[src/rtl/spi_regfile_pkg.sv]
// Shared definitions for the SPI register file: command encodings and the
// frame-length helper used by the top level and the testbench.
package spi_regfile_pkg;

  localparam logic SPI_CMD_WRITE = 1'b1;
  localparam logic SPI_CMD_READ  = 1'b0;

  // One R/W bit, then the address field, then the data field.
  function automatic int FRAME_W(input int addrW, input int dataW);
    return 1 + addrW + dataW;
  endfunction

endpackage

[src/rtl/spi_regfile_if.sv]
// SPI pin bundle between a host (master) and the register file (slave).
interface spi_regfile_if;

  logic sclk;
  logic ncs;
  logic copi;
  logic cipo;
  logic cipo_oe;

  modport master (
    output sclk,
    output ncs,
    output copi,
    input  cipo,
    input  cipo_oe
  );

  modport slave (
    input  sclk,
    input  ncs,
    input  copi,
    output cipo,
    output cipo_oe
  );

endinterface

[src/rtl/spi_sync_edge.sv]
// Brings one asynchronous SPI pin into the clk domain through two flops and
// keeps a third history flop so edges can be seen as single-cycle pulses.
// RESET_VAL sets the idle level the chain powers up with.
module spi_sync_edge #(
  parameter logic RESET_VAL = 1'b0
) (
  input  logic clk,
  input  logic rst_n,
  input  logic async_i,
  output logic level_o,
  output logic rise_o,
  output logic fall_o
);

  logic meta_q;
  logic sync_q;
  logic hist_q;

  // Two-stage synchroniser followed by a history stage for edge detection
  always_ff @(posedge clk or negedge rst_n) begin
    if (!rst_n) begin
      meta_q <= RESET_VAL;
      sync_q <= RESET_VAL;
      hist_q <= RESET_VAL;
    end else begin
      meta_q <= async_i;
      sync_q <= meta_q;
      hist_q <= sync_q;
    end
  end

  assign level_o = sync_q;
  assign rise_o  = sync_q & ~hist_q;
  assign fall_o  = ~sync_q & hist_q;

endmodule

[src/rtl/spi_regfile.sv]
// SPI slave exposing NUM_REGS registers of DATA_W bits. Frames are
// R/W bit, address, data, MSB first. Writes commit when chip select rises.
// Optional read-back path is enabled by defining SPI_REGFILE_READBACK_EN;
// without it cipo/cipo_oe are tied low and read frames are rejected.
module spi_regfile
  import spi_regfile_pkg::*;
#(
  parameter int ADDR_W        = 7,
  parameter int DATA_W        = 8,
  parameter int NUM_REGS      = 5,
  parameter bit SAMPLE_RISING = 1'b1
) (
  input  logic                         clk,
  input  logic                         rst_n,
  spi_regfile_if.slave                 spi,
  output logic [NUM_REGS*DATA_W-1:0]   regs_flat,
  output logic [NUM_REGS-1:0]          wr_strobe,
  output logic                         frame_err
);

  localparam int FRAME_BITS = FRAME_W(ADDR_W, DATA_W);
  localparam int CNT_W      = $clog2(FRAME_BITS + 2);
  localparam logic [CNT_W-1:0]  CNT_FULL   = CNT_W'(FRAME_BITS);
  localparam logic [CNT_W-1:0]  CNT_SAT    = CNT_W'(FRAME_BITS + 1);
  localparam logic [ADDR_W:0]   NUM_REGS_W = (ADDR_W + 1)'(NUM_REGS);

  logic sclkLevel, sclkRise, sclkFall;
  logic ncsLevel,  ncsRise,  ncsFall;
  logic copiLevel, copiRise, copiFall;
  logic unused_sync;

  spi_sync_edge #(.RESET_VAL(1'b0)) uSclkSync (
    .clk     (clk),
    .rst_n   (rst_n),
    .async_i (spi.sclk),
    .level_o (sclkLevel),
    .rise_o  (sclkRise),
    .fall_o  (sclkFall)
  );

  spi_sync_edge #(.RESET_VAL(1'b1)) uNcsSync (
    .clk     (clk),
    .rst_n   (rst_n),
    .async_i (spi.ncs),
    .level_o (ncsLevel),
    .rise_o  (ncsRise),
    .fall_o  (ncsFall)
  );

  spi_sync_edge #(.RESET_VAL(1'b0)) uCopiSync (
    .clk     (clk),
    .rst_n   (rst_n),
    .async_i (spi.copi),
    .level_o (copiLevel),
    .rise_o  (copiRise),
    .fall_o  (copiFall)
  );

  assign unused_sync = ^{sclkLevel, ncsFall, copiRise, copiFall};

  logic sampleEdge;
  assign sampleEdge = SAMPLE_RISING ? sclkRise : sclkFall;

  logic [CNT_W-1:0]      count_q, count_d;
  logic [FRAME_BITS-1:0] shift_q, shift_d;

  // Next-state for the bit counter and input shifter; both idle at 0 while deselected
  always_comb begin
    count_d = count_q;
    shift_d = shift_q;
    if (ncsLevel) begin
      count_d = '0;
      shift_d = '0;
    end else if (sampleEdge) begin
      shift_d = {shift_q[FRAME_BITS-2:0], copiLevel};
      if (count_q != CNT_SAT) begin
        count_d = count_q + CNT_W'(1);
      end
    end
  end

  // Frame bit counter and input shift register
  always_ff @(posedge clk or negedge rst_n) begin
    if (!rst_n) begin
      count_q <= '0;
      shift_q <= '0;
    end else begin
      count_q <= count_d;
      shift_q <= shift_d;
    end
  end

  logic              rwBit;
  logic [ADDR_W-1:0] frameAddr;
  logic [DATA_W-1:0] frameData;
  logic              frameAddrOk;
  logic              writeOk;
  logic              readOk;
  logic              frameBad;

  assign rwBit       = shift_q[FRAME_BITS-1];
  assign frameAddr   = shift_q[DATA_W +: ADDR_W];
  assign frameData   = shift_q[DATA_W-1:0];
  assign frameAddrOk = {1'b0, frameAddr} < NUM_REGS_W;

  // A frame is judged once, when the synchronised chip select goes high
  assign writeOk  = ncsRise && (rwBit == SPI_CMD_WRITE) && (count_q == CNT_FULL) && frameAddrOk;
  assign frameBad = ncsRise && (count_q != '0) && !writeOk && !readOk;

  logic [DATA_W-1:0]   regs_q [NUM_REGS];
  logic [NUM_REGS-1:0] wrStrobe_d, wrStrobe_q;
  logic                frameErr_q;

  // One-hot select of the register addressed by a committing write
  always_comb begin
    wrStrobe_d = '0;
    for (int i = 0; i < NUM_REGS; i++) begin
      wrStrobe_d[i] = writeOk && (frameAddr == ADDR_W'(i));
    end
  end

  // Register bank plus the one-cycle strobe and error pulses
  always_ff @(posedge clk or negedge rst_n) begin
    if (!rst_n) begin
      for (int i = 0; i < NUM_REGS; i++) begin
        regs_q[i] <= '0;
      end
      wrStrobe_q <= '0;
      frameErr_q <= 1'b0;
    end else begin
      for (int i = 0; i < NUM_REGS; i++) begin
        if (wrStrobe_d[i]) begin
          regs_q[i] <= frameData;
        end
      end
      wrStrobe_q <= wrStrobe_d;
      frameErr_q <= frameBad;
    end
  end

  // Flatten the bank onto the output bus, register i at [i*DATA_W +: DATA_W]
  always_comb begin
    regs_flat = '0;
    for (int i = 0; i < NUM_REGS; i++) begin
      regs_flat[i*DATA_W +: DATA_W] = regs_q[i];
    end
  end

  assign wr_strobe = wrStrobe_q;
  assign frame_err = frameErr_q;

`ifdef SPI_REGFILE_READBACK_EN
  localparam logic [CNT_W-1:0] CNT_ADDR = CNT_W'(1 + ADDR_W);

  logic              shiftEdge;
  logic [ADDR_W-1:0] rdAddr;
  logic              rdAddrOk;
  logic [DATA_W-1:0] rdData;
  logic              rdLoad;
  logic              shiftEnable;
  logic [DATA_W-1:0] outShift_q;
  logic              cipoOe_q;
  logic              rdErr_q;

  assign shiftEdge = SAMPLE_RISING ? sclkFall : sclkRise;

  // The address is complete in shift_d on the sample edge that ends the address phase
  assign rdAddr   = shift_d[ADDR_W-1:0];
  assign rdAddrOk = {1'b0, rdAddr} < NUM_REGS_W;
  assign rdLoad   = sampleEdge && !ncsLevel && (count_d == CNT_ADDR) &&
                    (shift_d[ADDR_W] == SPI_CMD_READ);

  // The shift edge right after loading must not disturb the MSB the host has not sampled yet
  assign shiftEnable = shiftEdge && cipoOe_q && (count_q > CNT_ADDR);

  // Read mux; out-of-range addresses match nothing and return 0
  always_comb begin
    rdData = '0;
    for (int i = 0; i < NUM_REGS; i++) begin
      if (rdAddr == ADDR_W'(i)) begin
        rdData = regs_q[i];
      end
    end
  end

  // Output shifter, pad enable and the latched bad-address flag for read frames
  always_ff @(posedge clk or negedge rst_n) begin
    if (!rst_n) begin
      outShift_q <= '0;
      cipoOe_q   <= 1'b0;
      rdErr_q    <= 1'b0;
    end else if (ncsLevel) begin
      outShift_q <= '0;
      cipoOe_q   <= 1'b0;
      rdErr_q    <= 1'b0;
    end else if (rdLoad) begin
      outShift_q <= rdData;
      cipoOe_q   <= 1'b1;
      rdErr_q    <= ~rdAddrOk;
    end else if (shiftEnable) begin
      outShift_q <= {outShift_q[DATA_W-2:0], 1'b0};
    end
  end

  assign readOk      = (rwBit == SPI_CMD_READ) && (count_q == CNT_FULL) && !rdErr_q;
  assign spi.cipo    = outShift_q[DATA_W-1];
  assign spi.cipo_oe = cipoOe_q;
`else
  assign readOk      = 1'b0;
  assign spi.cipo    = 1'b0;
  assign spi.cipo_oe = 1'b0;
`endif

endmodule

[src/flat_wrapper.sv]
// flat-port wrapper written by rule: the top's interface ports become plain ports
module spi_regfile_flat import spi_regfile_pkg::*;
#(
  parameter int ADDR_W        = 7,
  parameter int DATA_W        = 8,
  parameter int NUM_REGS      = 5,
  parameter bit SAMPLE_RISING = 1'b1
)
  (clk, rst_n, regs_flat, wr_strobe, frame_err, spi_sclk, spi_ncs, spi_copi, spi_cipo, spi_cipo_oe);
  spi_regfile_if spi_i ();
  input  logic clk;
  input  logic rst_n;
  output logic [NUM_REGS*DATA_W-1:0] regs_flat;
  output logic [NUM_REGS-1:0] wr_strobe;
  output logic frame_err;
  input wire logic [$bits(spi_i.sclk)-1:0] spi_sclk;
  input wire logic [$bits(spi_i.ncs)-1:0] spi_ncs;
  input wire logic [$bits(spi_i.copi)-1:0] spi_copi;
  output wire logic [$bits(spi_i.cipo)-1:0] spi_cipo;
  output wire logic [$bits(spi_i.cipo_oe)-1:0] spi_cipo_oe;
  assign spi_i.sclk = spi_sclk;
  assign spi_i.ncs = spi_ncs;
  assign spi_i.copi = spi_copi;
  assign spi_cipo = spi_i.cipo;
  assign spi_cipo_oe = spi_i.cipo_oe;
  spi_regfile #(.ADDR_W(ADDR_W), .DATA_W(DATA_W), .NUM_REGS(NUM_REGS), .SAMPLE_RISING(SAMPLE_RISING)) u_core (.clk(clk), .rst_n(rst_n), .spi(spi_i), .regs_flat(regs_flat), .wr_strobe(wr_strobe), .frame_err(frame_err));
endmodule
[config.mk]
export PLATFORM = sky130hd
export DESIGN_NAME = spi_regfile_flat
export DESIGN_NICKNAME = d
export VERILOG_FILES = /design/src/rtl/spi_regfile_pkg.sv /design/src/rtl/spi_regfile_if.sv /design/src/rtl/spi_sync_edge.sv /design/src/rtl/spi_regfile.sv /design/src/flat_wrapper.sv
export SDC_FILE = /design/constraint.sdc
export NUM_CORES = 1
export LEC_CHECK = 0
export ABC_CLOCK_PERIOD_IN_PS = 5100
export CORE_MARGIN = 2
export CORE_UTILIZATION = 56
export DETAILED_ROUTE_END_ITERATION = 8
export GPL_ROUTABILITY_DRIVEN = 0
export PLACE_DENSITY_LB_ADDON = 0.2
export SLEW_MARGIN = 20
export SYNTH_ARGS = -nofsm -noshare
export SYNTH_HDL_FRONTEND = slang
export SYNTH_SLANG_ARGS = --single-unit
[constraint.sdc]
create_clock -name clk -period 5.1 [get_ports clk]
set_input_delay 1.02 -clock clk [delete_from_list [all_inputs] [get_ports clk]]
set_output_delay 1.02 -clock clk [all_outputs]
set_load 0.005 [all_outputs]
=== Word-level counts from Yosys, hierarchy flattened ===
Index checks and enable logic that the tools add are counted.

* Output and inout bits: 48
* Logic and storage cells: 50
* Register bits after elaboration: 75
* Bits of input ports: 5

* Reductions and logical operators: 16
* Bitwise logic cells: 4
* Add/sub/neg operators: 1
* Equal/unequal tests: 6
* $lt $le $gt $ge: 1
* Multiplexer cells: 5

{| class="wikitable"
|+ Operator list
! cell !! count
|-
| $mux W16 || 2
|-
| $mux W5 || 3
|-
| $eq A7 B2 Y1 const B || 2
|-
| $logic_and A1 B1 Y1 || 10
|-
| $eq A7 B1 Y1 const B || 1
|-
| $eq A7 B3 Y1 const B || 1
|-
| $logic_not A7 Y1 || 1
|-
| $lt A7 B3 Y1 const B || 1
|-
| $add A5 B1 Y5 const B || 1
|-
| $eq A5 B5 Y1 const B || 1
|-
| $ne A5 B5 Y1 const B || 1
|-
| $reduce_bool A5 Y1 || 1
|-
| $reduce_bool A2 Y1 || 2
|-
| $and A1 B1 Y1 || 2
|-
| $not A1 Y1 || 2
|-
| $reduce_and A2 Y1 || 1
|-
| $logic_not A1 Y1 || 1
|}

=== Depth between registers and ports, before layout ===
Gate-level depths: netlist of run 1.

* Depth after elaboration: 7
* Gate-level depth with buffers: 5
* Depth with buffers taken out: 5

=== Modules after synthesis ===
A second synthesis of run 1 with hierarchy kept.

* Cells, all modules: 215
* Area, all modules: 3076.7 um2

{| class="wikitable"
|+ Modules (own cells, without submodules)
! module !! cells an instance !! area each (um2) !! times used !! seq. area each (um2)
|-
| spi_regfile || 200 || 2802.7 || 1 || 1676.6
|-
| spi_sync_edge (u_core.uCopiSync ...) || 5 || 90.1 || 2 || 75.1
|-
| spi_sync_edge (u_core.uNcsSync) || 5 || 93.8 || 1 || 78.8
|}

=== Least setup slack after synthesis of run 1 ===
Ideal clock, no wire load.

* Path kind: register to register
* Start: register u_core.count_q[0]
* End: register u_core.regs_q, in the netlist u_core.regs_flat[0]
* Setup slack: 3.307 ns
* Path buffers: 0
* Cell stages (with the launch flop): 6
* Setup time: 0.125 ns
* Arrival: 1.668 ns
* Period minus slack after synthesis: 1.793 ns
* Required time: 4.975 ns
* Path through: dfrtp_1 > inv_1 > ha_1 > nor3b_2 > nand4_2 > mux2_2

* Cells in the longest elaborated chain, start to end: 4

{| class="wikitable"
|+ Ends and longest elaborated chain
! what !! line !! RTL
|-
| start, declared || spi_regfile.sv:64 || <nowiki>logic [CNT_W-1:0] count_q, count_d;</nowiki>
|-
| start signal, assigned || spi_regfile.sv:88 || <nowiki>count_q <= count_d;</nowiki>
|-
| $eq A5 B5 Y1 || spi_regfile.sv:107 || <nowiki>assign writeOk = ncsRise && (rwBit == SPI_CMD_WRITE) && (count_q == CNT_FULL) && frameAddrOk;</nowiki>
|-
| $logic_and A1 B1 Y1 (2 in a row) || spi_regfile.sv:107 ||
|-
| $logic_and A1 B1 Y1 || spi_regfile.sv:118 || <nowiki>wrStrobe_d[i] = writeOk && (frameAddr == ADDR_W'(i));</nowiki>
|-
| end signal, assigned by index || spi_regfile.sv:133 || <nowiki>regs_q[i] <= frameData;</nowiki>
|-
| end, declared || spi_regfile.sv:110 || <nowiki>logic [DATA_W-1:0] regs_q [NUM_REGS];</nowiki>
|}

No other way between the ends.
A chain may end at the register's enable or synchronous reset.

=== Worst setup path after layout of run 1 ===
* Start: register u_core.uNcsSync.sync_q (netlist: u_core.uNcsSync.level_o)
* End: register u_core.regs_q, in the netlist u_core.regs_flat[37]

* Cells in the longest elaborated chain, start to end: 5

{| class="wikitable"
|+ Ends and longest elaborated chain
! what !! line !! RTL
|-
| start, declared || spi_sync_edge.sv:16 || <nowiki>logic sync_q;</nowiki>
|-
| start signal, assigned || spi_sync_edge.sv:27 || <nowiki>sync_q <= meta_q;</nowiki>
|-
| $and A1 B1 Y1 || spi_sync_edge.sv:33 || <nowiki>assign rise_o = sync_q & ~hist_q;</nowiki>
|-
| $logic_and A1 B1 Y1 (3 in a row) || spi_regfile.sv:107 ||
|-
| $logic_and A1 B1 Y1 || spi_regfile.sv:118 ||
|}

No other way between the ends.

==> qor.csv, run 1 <==
stage,metric,value,unit
min_path,hold path startpoint,u_core.uNcsSync.meta_q$_DFF_PN1_,
timing,RSZ-0062 raised after global routing,no,
critical_path,crit path DAT,2.48,ns
layout,synth-to-layout area growth,24.7,%
die,Horiz. Die Dim,76.6,um
timing,worst-margin pin slew,0.903,ns
die,Core Area,5110,um^2
yosys,largest cells by area after synthesis,"dfrtp_1 (61%), mux2_2 (15%), nand2_1 (4.3%)",
critical_path,CP required,5.32,ns
yosys,Synth cell types,30,
die,die footprint,5870,um^2
critical_path,Reg2Reg Setup Slack,2.84,ns
min_path,WHS Endpoint,u_core.uNcsSync.level_o$_DFF_PN1_,
critical_path,Critical Path Sink Type,flip-flop,
pwr,Leakage,1.76,nW
critical_path,max incr delay on CP,0.79,ns
place,placed cell count,337,
layout,design area,3680,um^2
detailed_routing,vias per cell,5.34,
timing,max-slew violation count,0,
global_routing,first-pass GRT wire length,9530,um
clock_tree,Worst-path clk slew,0.07,ns
timing,clk_skew,0.00540,ns
detailed_routing,post-route ant nets,0,
layout,# nets final,286,
min_path,hold path depth,0,
critical_path,critical path type,reg2reg,
min_path,HP Class,reg2reg,
clock_tree,# hold bufs at CTS,0,
critical_path,Slowest cell on crit path,dfstp_2,
layout,final core utilization,72.1,%
yosys,Post-synth ARST share,100,%
critical_path,worst-path fanout max,24,
yosys,synthesized area per cell,13.2,um^2
clock_tree,Post-CTS Setup Inserts,0,
die,die span in y,76.6,um
yosys,"FF+latch count, synth",75,
pwr,"Power, Total",1.04,mW
clock_tree,post-CTS resize count,0,
clock_tree,CTS Sinks,75,
timing,# setup viols final,0,
die,Cell Rows,26,
critical_path,Worst Reg-to-Reg Cells,3,
clock_tree,CTS tree,built,
timing,Hold Fails Final Rpt,0,
global_routing,initial antenna violation count,0,
critical_path,worst path cell trace,nor4b_4 -> nand4_2 -> mux2_2,
die,Starting Density,57.8,%
critical_path,CP Launch Type,flip-flop,
layout,antenna cell count,0,
status,status,completed,
timing,Period minus WS final,2.26,ns
clock_tree,clk_lat worst skew,0.34,ns
clock_tree,cts bufs inserted,9,
timing,Highest Clock Rate,443,MHz
pwr,Peak VDD IR,0.000213,V
yosys,area share of the largest cell type after synthesis,61.0,%
detailed_routing,first-iteration detailed-routing DRC count,130,
clock_tree,clock tree buffer depth,2,
clock_tree,H-tree depth,3,
timing,relative slew slack,39.8,%
yosys,post-synth top area cell,dfrtp_1,
timing,setup TNS,0,ns
yosys,most numerous cell in the Yosys netlist,dfrtp_1,
place,hpwl dp,3500,um
yosys,Synth warnings,0,
detailed_routing,final WL,5570,um
layout,register area,1880,um^2
critical_path,WP buf/inv,0,
layout,final cell count without fillers,351,
place,placed cell area,3510,um^2
clock_tree,CTS root buf,clkbuf_8,
die,Ports,53,
yosys,Syn Std Cell Area,2950,um^2
detailed_routing,Detailed Routing Iterations Pass 1,4,
global_routing,gr usage total,21.3,%
global_routing,vias in the first global route,1857,
detailed_routing,DRC,0,
layout,layout cells sized above 1,23.5,%
critical_path,worst r2r dst,u_core.regs_flat[37]$_DFFE_PN0P_,
critical_path,reg-to-reg startpoint,u_core.uNcsSync.level_o$_DFF_PN1_,
global_routing,largest net degree at the start of global routing,76,
layout,area used by multi-input combinational logic,1010,um^2
global_routing,global route overflow,0,
detailed_routing,routed len/inst,15.9,um
run,max-cap viol count,0,
critical_path,kind of cell adding the most delay to the critical path,simple AND/OR/NAND/NOR gates,
detailed_routing,via count,1875,
yosys,Post-synth EDFFs,0,
yosys,Cells after Synth,223,
yosys,Main synth FF type,dfrtp_1,
pwr,Pwr per Cell Area,281,nW/um^2
layout,Fillers,372,
timing,crit share post-route,44.3,%
place,PortBufs,50,
yosys,"Seq/Total Area, Yosys",63.7,%
yosys,top post-synthesis cells by count,"dfrtp_1 (72), mux2_2 (40), nand2_1 (34), a21oi_1 (21), inv_1 (7)",
==> layout by cell type (no fill, tap or decap), drive strengths merged <==
cell           count
clkinv             1
o21ai              6
or4                1
or4bb              1
nor3b              4
ha                 3
clkinvlp           1
clkdlybuf4s50     49
conb               2
mux2              40
nand3b             1
nor3               1
dfrtp             72
and4               1
nand2b             2
buf                3
nor4b              1
nand4              6
and4b              1
nor4bb             2
dfstp              3
or3                2
and3b              1
nor2b              1
nand2             34
inv                7
a21oi             21
clkbuf            12
nand3              2
==> per-layer routing <==
| layer | vias up | track usage (%) | share of wire [%] |
|---|---|---|---|
| li1 | 880 | - | - |
| met1 | 943 | 30.0 | 45 |
| met2 | 42 | 31.6 | 49 |
| met3 | 10 | 3.79 | 3.3 |
| met4 | 0 | 12.0 | 2.4 |
| met5 | - | 0 | 0 |
==> metrics by stage <==
step	hold slack (ns)	setup slack (ns)
final	0.361	2.84
after global routing	0.369	2.64
after CTS	0.360	2.79
after detailed placement	0.338	2.80
after global placement	0.332	2.86
after floorplan	0.331	3.31
==> state kept, by name, summed over array words and instances, names as in the netlist, 5 cells and up <==
signal            cells
u_core.wr_strobe      5
u_core.regs_flat     40
u_core.shift_q       16
u_core.count_q        5
==> report_power, final <==
part | switching [mW] | internal (mW)
clock | 0.203 | 0.197
sequential | 0.00618 | 0.600
combinational | 0.0212 | 0.00799
total | 0.230 | 0.806
==> cells by family (layout without fill, tap and decap cells) <==
| kind of cell | after synthesis | after routing | synth area share, % |
|---|---|---|---|
| mux | 40 | 40 | 15.3 |
| compound gates | 27 | 27 | 4.58 |
| flops | 75 | 75 | 63.7 |
| other cells | 1 | 2 | 0.127 |
| buf+inv | 16 | 73 | 2.33 |
| fa+ha+maj | 3 | 3 | 1.27 |
| simple gates | 61 | 61 | 12.7 |
==> how the worst max path moves through the flow <==
stage | slack, ns | startpoint | end | cells past startpoint
2_1_floorplan | 3.31 | u_core.count_q[0]$_DFFE_PN0P_ | u_core.regs_flat[0]$_DFFE_PN0P_ | 5
3_3_place_gp | 2.86 | u_core.uNcsSync.level_o$_DFF_PN1_ | u_core.regs_flat[16]$_DFFE_PN0P_ | 3
3_5_place_dp | 2.80 | u_core.uNcsSync.level_o$_DFF_PN1_ | u_core.regs_flat[9]$_DFFE_PN0P_ | 3
4_1_cts | 2.79 | u_core.uNcsSync.level_o$_DFF_PN1_ | u_core.regs_flat[9]$_DFFE_PN0P_ | 3
5_1_grt | 2.64 | u_core.uNcsSync.level_o$_DFF_PN1_ | u_core.regs_flat[15]$_DFFE_PN0P_ | 3
6_report | 2.84 | u_core.uNcsSync.level_o$_DFF_PN1_ | u_core.regs_flat[37]$_DFFE_PN0P_ | 3
==> worst reg2reg max path, delay by kind of cell (launching register included) <==
family        cells  cell delay (ns)
simple gates      2             0.93
flops             1             0.79
mux               1             0.42
==> final cells by class <==
class | count | share of cell area, %
flip-flops and latches | 75 | 51.1
multi-input cells | 133 | 27.3
repair buffers | 52 | 13.9
clock buffers | 12 | 4.21
well taps | 70 | 2.38
inverters | 7 | 0.714
clock inverters | 2 | 0.340
Note: power is estimated with default switching activity, not from simulation.
==> inputs of run 2 (changes only) <==
--- a/config.mk
+++ b/config.mk
@@ -5,9 +5,9 @@
 export SDC_FILE = /design/constraint.sdc
 export NUM_CORES = 1
 export LEC_CHECK = 0
-export ABC_CLOCK_PERIOD_IN_PS = 5100
+export ABC_CLOCK_PERIOD_IN_PS = 1900
 export CORE_MARGIN = 2
-export CORE_UTILIZATION = 56
+export CORE_UTILIZATION = 47
 export DETAILED_ROUTE_END_ITERATION = 8
 export GPL_ROUTABILITY_DRIVEN = 0
 export PLACE_DENSITY_LB_ADDON = 0.2
==> constraint.sdc (replaced) <==
create_clock -name clk -period 1.9 [get_ports clk]
set_input_delay 0.38 -clock clk [delete_from_list [all_inputs] [get_ports clk]]
set_output_delay 0.38 -clock clk [all_outputs]
set_load 0.005 [all_outputs]
==> qor.csv, run 2 (synthesis results as in run 1) <==
stage,metric,value,unit,change
layout,synth-to-layout area growth,28.6,%,was 24.7%
timing,Hold WS,0.350,ns,was 0.361 ns
global_routing,first-pass GRT wire length,9630,um,was 9530 um
global_routing,largest net degree at the start of global routing,39,,was 76
run,max-cap viol count,0,,unchanged
layout,most frequent cells in the layout,"dfrtp_1 (72), clkdlybuf4s50_1 (49), mux2_2 (40)",,unchanged
clock_tree,post-CTS resize count,0,,unchanged
timing,Highest Clock Rate,531,MHz,was 443 MHz
place,dpl ws,0.0244,ns,was 2.80 ns
timing,# setup viols final,0,,unchanged
die,Ports,53,,unchanged
detailed_routing,via count,1854,,was 1875
global_routing,global route overflow,0,,unchanged
layout,design area,3800,um^2,was 3680 um^2
place,PortBufs,50,,unchanged
global_routing,initial antenna violation count,0,,unchanged
critical_path,worst-path fanout max,9,,was 24
timing,clk_skew,0.00466,ns,was 0.00540 ns
detailed_routing,met2 wire length,2590,um,was 2730 um
clock_tree,cts bufs inserted,9,,unchanged
clock_tree,CTS root buf,clkbuf_8,,unchanged
detailed_routing,met1 WL,2810,um,was 2520 um
detailed_routing,final WL,5710,um,was 5570 um
layout,final core utilization,63.4,%,was 72.1%
critical_path,Critical Path Sink Type,flip-flop,,unchanged
critical_path,Slowest cell on crit path,dfrtp_1,,was dfstp_2
clock_tree,H-tree depth,3,,unchanged
min_path,HP Class,reg2reg,,unchanged
place,placed cell count,350,,was 337
detailed_routing,DRC,0,,unchanged
critical_path,worst path cell trace,inv_1 -> ha_1 -> nor3b_2 -> buf_4 -> nand4_2 -> mux2_2,,was nor4b_4 -> nand4_2 -> mux2_2
place,hpwl dp,3880,um,was 3500 um
timing,crit share post-route,99.2,%,was 44.3%
clock_tree,clk_lat worst skew,0.34,ns,about the same
die,Cell Rows,28,,was 26
detailed_routing,highest routed metal layer,met4,,unchanged
layout,max FFs per register,40,,unchanged
status,status,completed,,unchanged
clock_tree,CTS tree,built,,unchanged
detailed_routing,vias per cell,5.07,,was 5.34
layout,"most common cell after layout, fill and taps aside",dfrtp_1,,unchanged
critical_path,CP Launch Type,flip-flop,,unchanged
timing,RSZ-0062 raised after global routing,yes,,was no
detailed_routing,post-route ant nets,0,,unchanged
global_routing,vias in the first global route,1866,,was 1857
detailed_routing,first-iteration detailed-routing DRC count,75,,was 130
layout,Fillers,489,,was 372
layout,final cell count without fillers,366,,was 351
critical_path,CP required,2.13,ns,was 5.32 ns
global_routing,gr usage total,18.0,%,was 21.3%
timing,max-slew violation count,0,,unchanged
detailed_routing,routed len/inst,15.6,um,was 15.9 um
pwr,Leakage,1.82,nW,was 1.76 nW
layout,layout cells sized above 1,25.4,%,was 23.5%
clock_tree,clock tree buffer depth,2,,unchanged
die,Starting Density,49.3,%,was 57.8%
clock_tree,CTS Sinks,75,,unchanged
die,Horiz. Die Dim,83.2,um,was 76.6 um
layout,# nets final,295,,was 286
die,Core Area,5990,um^2,was 5110 um^2
layout,antenna cell count,0,,unchanged
pwr,Peak VDD IR,0.000621,V,was 0.000213 V
place,placed cell area,3590,um^2,was 3510 um^2
detailed_routing,routed length on met3,234,um,was 185 um
timing,Hold Fails Final Rpt,0,,unchanged
pwr,Pwr per Cell Area,772,nW/um^2,was 281 nW/um^2
pwr,"Power, Total",2.93,mW,was 1.04 mW
critical_path,crit path DAT,2.11,ns,was 2.48 ns
timing,Worst Slack Setup Final,0.0157,ns,was 2.84 ns
detailed_routing,Detailed Routing Iterations Pass 1,4,,unchanged
die,die span in y,83.2,um,was 76.6 um
clock_tree,Worst-path clk slew,0.07,ns,about the same
die,die footprint,6930,um^2,was 5870 um^2
timing,Period minus WS final,1.88,ns,was 2.26 ns
critical_path,max incr delay on CP,0.42,ns,was 0.79 ns
timing,setup TNS,0,ns,unchanged
critical_path,critical path type,reg2reg,,unchanged
run 2: routing by layer:
layer  track usage [%]  vias up
li1                  -      894
met1              25.4      912
met2              26.8       39
met3              5.47        9
met4              6.26        0
met5                 0        -
run 2: cell type report:
cell class	instances	area (um^2)	share of cell area (%)
clock inverters	2	35.0	0.923
flip-flops and latches	75	1880	49.5
well taps	75	93.8	2.47
repair buffers	61	596	15.7
inverters	7	26.3	0.692
clock buffers	13	159	4.19
multi-input cells	133	1010	26.5
run 2: worst paths after layout:
| kind | startpoint | end | slack, ns | depth (start not counted) |
|---|---|---|---|---|
| max | u_core.count_q[0]$_DFFE_PN0P_ | u_core.regs_flat[17]$_DFFE_PN0P_ | 0.02 | 6 |
| min | u_core.uCopiSync.meta_q$_DFF_PN0_ | u_core.uCopiSync.level_o$_DFF_PN0_ | 0.35 | 0 |
| max reg2reg | u_core.count_q[0]$_DFFE_PN0P_ | u_core.regs_flat[17]$_DFFE_PN0P_ | 0.02 | 6 |
| min reg2reg | u_core.uCopiSync.meta_q$_DFF_PN0_ | u_core.uCopiSync.level_o$_DFF_PN0_ | 0.35 | 0 |
| max in group asynchronous | rst_n | u_core.uNcsSync.hist_q$_DFF_PN1_ | 0.88 | 3 |
| min in group asynchronous | rst_n | u_core.regs_flat[18]$_DFFE_PN0P_ | 0.46 | 2 |
run 2: power by group:
group,switching (mW),internal [mW],total [mW],leakage [nW]
Sequential,0.00914,1.61,1.62,1.02
Combinational,0.0686,0.0344,0.103,0.694
Clock,0.538,0.671,1.21,0.0995
Total,0.616,2.32,2.93,1.82
run 2: what timing repair did:
action,4_1_cts,5_1_grt
buffers inserted,0,0
setup endpoints to repair,0,24
endpoints found under the hold margin,17,0
hold buffers,1,0
run 2: worst max-delay path, delay by kind of cell, from the launching register on:
family,cells,cell delay (ns)
mux,1,0.42
flops,1,0.42
buf+inv,2,0.28
fa+ha+maj,1,0.14
simple gates,2,0.51
==> inputs of run 3 (changes only) <==
--- a/config.mk
+++ b/config.mk
@@ -10,7 +10,9 @@
 export CORE_UTILIZATION = 47
 export DETAILED_ROUTE_END_ITERATION = 8
 export GPL_ROUTABILITY_DRIVEN = 0
+export HOLD_SLACK_MARGIN = 0.06
 export PLACE_DENSITY_LB_ADDON = 0.2
+export SETUP_SLACK_MARGIN = 0.3
 export SLEW_MARGIN = 20
 export SYNTH_ARGS = -nofsm -noshare
 export SYNTH_HDL_FRONTEND = slang
==> qor.csv, run 3 (synthesis results as in run 1) <==
stage,metric,value,unit,change
status,status,completed,,unchanged
pwr,combinational fraction of design power,4.4,%,was 3.5%
die,Horiz. Die Dim,83.2,um,unchanged
critical_path,CP required,2.12,ns,was 2.13 ns
pwr,Sw Share,21.2,%,was 21.0%
critical_path,Critical Path Sink Type,flip-flop,,unchanged
min_path,WHS Endpoint,u_core.uCopiSync.level_o$_DFF_PN0_,,unchanged
critical_path,CP Launch Type,flip-flop,,unchanged
clock_tree,cts bufs inserted,9,,unchanged
timing,clk_skew,0.00779,ns,was 0.00466 ns
layout,design area,3980,um^2,was 3800 um^2
clock_tree,CTS Sinks,75,,unchanged
clock_tree,Worst-path clk slew,0.07,ns,about the same
pwr,Sw Pwr,0.606,mW,was 0.616 mW
detailed_routing,DRC,0,,unchanged
die,Cell Rows,28,,unchanged
layout,max FFs per register,40,,unchanged
detailed_routing,routed len/inst,15.6,um,about the same
global_routing,global route overflow,0,,unchanged
timing,Highest Clock Rate,611,MHz,was 531 MHz
pwr,Pwr per Cell Area,719,nW/um^2,was 772 nW/um^2
detailed_routing,highest routed metal layer,met4,,unchanged
critical_path,Worst Reg-to-Reg Cells,4,,was 6
place,placed cell area,3600,um^2,was 3590 um^2
detailed_routing,final WL,5840,um,was 5710 um
place,PortBufs,50,,unchanged
global_routing,gr usage total,17.6,%,was 18.0%
clock_tree,CTS root buf,clkbuf_8,,unchanged
place,dpl ws,0.000716,ns,was 0.0244 ns
global_routing,initial antenna violation count,0,,unchanged
critical_path,crit path DAT,1.86,ns,was 2.11 ns
detailed_routing,first-iteration detailed-routing DRC count,188,,was 75
detailed_routing,met1 WL,2760,um,was 2810 um
critical_path,worst path cell trace,nor4bb_1 -> buf_4 -> nand4_4 -> mux2_4,,was inv_1 -> ha_1 -> nor3b_2 -> buf_4 -> nand4_2 -> mux2_2
pwr,clock power share,39.0,%,was 41.2%
critical_path,worst-path fanout max,8,,was 9
min_path,hold path startpoint,u_core.uCopiSync.meta_q$_DFF_PN0_,,unchanged
critical_path,reg-to-reg startpoint,u_core.shift_q[12]$_DFFE_PN0P_,,was u_core.count_q[0]$_DFFE_PN0P_
critical_path,Slowest cell on crit path,dfrtp_1,,unchanged
critical_path,worst r2r dst,u_core.regs_flat[33]$_DFFE_PN0P_,,was u_core.regs_flat[17]$_DFFE_PN0P_
timing,RSZ-0062 raised after global routing,yes,,unchanged
pwr,Leakage,2.34,nW,was 1.82 nW
timing,# setup viols final,0,,unchanged
layout,"most common cell after layout, fill and taps aside",dfrtp_1,,unchanged
pwr,"Power, Total",2.86,mW,was 2.93 mW
timing,setup TNS,0,ns,unchanged
layout,# nets final,304,,was 295
timing,Hold WS,0.352,ns,was 0.350 ns
place,hpwl dp,3850,um,was 3880 um
layout,most frequent cells in the layout,"dfrtp_1 (72), mux2_2 (39), nand2_1 (34)",,"was dfrtp_1 (72), clkdlybuf4s50_1 (49), mux2_2 (40)"
min_path,hold path depth,0,,unchanged
critical_path,max incr delay on CP,0.40,ns,was 0.42 ns
global_routing,vias in the first global route,1869,,was 1866
pwr,Pint,2.26,mW,was 2.32 mW
die,Starting Density,49.3,%,unchanged
layout,synth-to-layout area growth,34.9,%,was 28.6%
die,die span in y,83.2,um,unchanged
pwr,Reg power frac,56.6,%,was 55.3%
timing,Period minus WS final,1.64,ns,was 1.88 ns
detailed_routing,routed length on met3,239,um,was 234 um
critical_path,critical path type,reg2reg,,unchanged
detailed_routing,post-route ant nets,0,,unchanged
clock_tree,clk_lat worst skew,0.34,ns,about the same
die,Core Area,5990,um^2,unchanged
layout,layout cells sized above 1,29.0,%,was 25.4%
timing,crit share post-route,86.2,%,was 99.2%
pwr,Peak VDD IR,0.000550,V,was 0.000621 V
timing,Hold Fails Final Rpt,0,,unchanged
die,die footprint,6930,um^2,unchanged
clock_tree,clock tree buffer depth,2,,unchanged
clock_tree,H-tree depth,3,,unchanged
critical_path,Reg2Reg Setup Slack,0.26,ns,was 0.02 ns
detailed_routing,met2 wire length,2740,um,was 2590 um
die,Ports,53,,unchanged
layout,antenna cell count,0,,unchanged
run,max-cap viol count,0,,unchanged
timing,max-slew violation count,0,,unchanged
global_routing,largest net degree at the start of global routing,43,,was 39
detailed_routing,via count,1948,,was 1854
timing,Worst Slack Setup Final,0.262,ns,was 0.0157 ns
detailed_routing,Detailed Routing Iterations Pass 1,4,,unchanged
global_routing,first-pass GRT wire length,9570,um,was 9630 um
min_path,HP Class,reg2reg,,unchanged
clock_tree,CTS tree,built,,unchanged
detailed_routing,vias per cell,5.19,,was 5.07
==> run 3: worst max path at each step <==
stage                                            from                          endpoint  cells past startpoint
floorplan           u_core.uNcsSync.level_o$_DFF_PN1_   u_core.regs_flat[0]$_DFFE_PN0P_                      3
global placement        u_core.count_q[1]$_DFFE_PN0P_   u_core.regs_flat[6]$_DFFE_PN0P_                      5
detailed placement      u_core.count_q[1]$_DFFE_PN0P_   u_core.regs_flat[3]$_DFFE_PN0P_                      5
CTS                     u_core.count_q[0]$_DFFE_PN0P_  u_core.regs_flat[33]$_DFFE_PN0P_                      6
global route        u_core.uNcsSync.level_o$_DFF_PN1_  u_core.regs_flat[33]$_DFFE_PN0P_                      4
finish                 u_core.shift_q[12]$_DFFE_PN0P_  u_core.regs_flat[33]$_DFFE_PN0P_                      4
==> run 3: stage by stage <==
stage	cells	util, %
2_1_floorplan	224	-
3_3_place_gp	350	60.1
3_5_place_dp	350	60.1
4_1_cts	370	64.6
5_1_grt	375	66.5
6_report	375	66.5
==> run 3: timing repair <==
item	CTS	global route
setup endpoints to repair	51	67
hold endpoints to repair	33	0
hold buffers	1	0
setup buffers	4	5
gates resized for setup	18	27
pin swaps	2	1
==> run 3: power groups by stage <==
stage                     Clock, mW  Sequential, mW  Combinational (mW)
after global routing           1.22            1.62               0.140
after detailed placement          0            1.65               0.105
after global placement            0            1.65               0.105
final                          1.12            1.62               0.126
after floorplan                   0            1.65              0.0432
after CTS                      1.15            1.62               0.122
==> run 3: worst max-delay path: cells and delay by family, from the launching register on <==
family	cells	cell delay, ns
buffers and inverters	1	0.25
DFF	1	0.40
muxes	1	0.36
and+or+nand+nor	2	0.51
==> run 3: routing by layer <==
metal  up-vias  GRT usage (%)
met1       976           24.4
met4         0           8.05
li1        917              -
met5         -              0
met3        10           4.77
met2        45           26.0
==> run 3: final cells by class <==
cell class / count / area (um^2)
clock buffer: 12 / 135
tap: 75 / 93.8
sequential: 75 / 1880
inverter: 7 / 26.3
clock inverter: 3 / 40.0
multi-input combinational: 133 / 1070
fill: 419 / 2010
timing repair buffer: 70 / 733
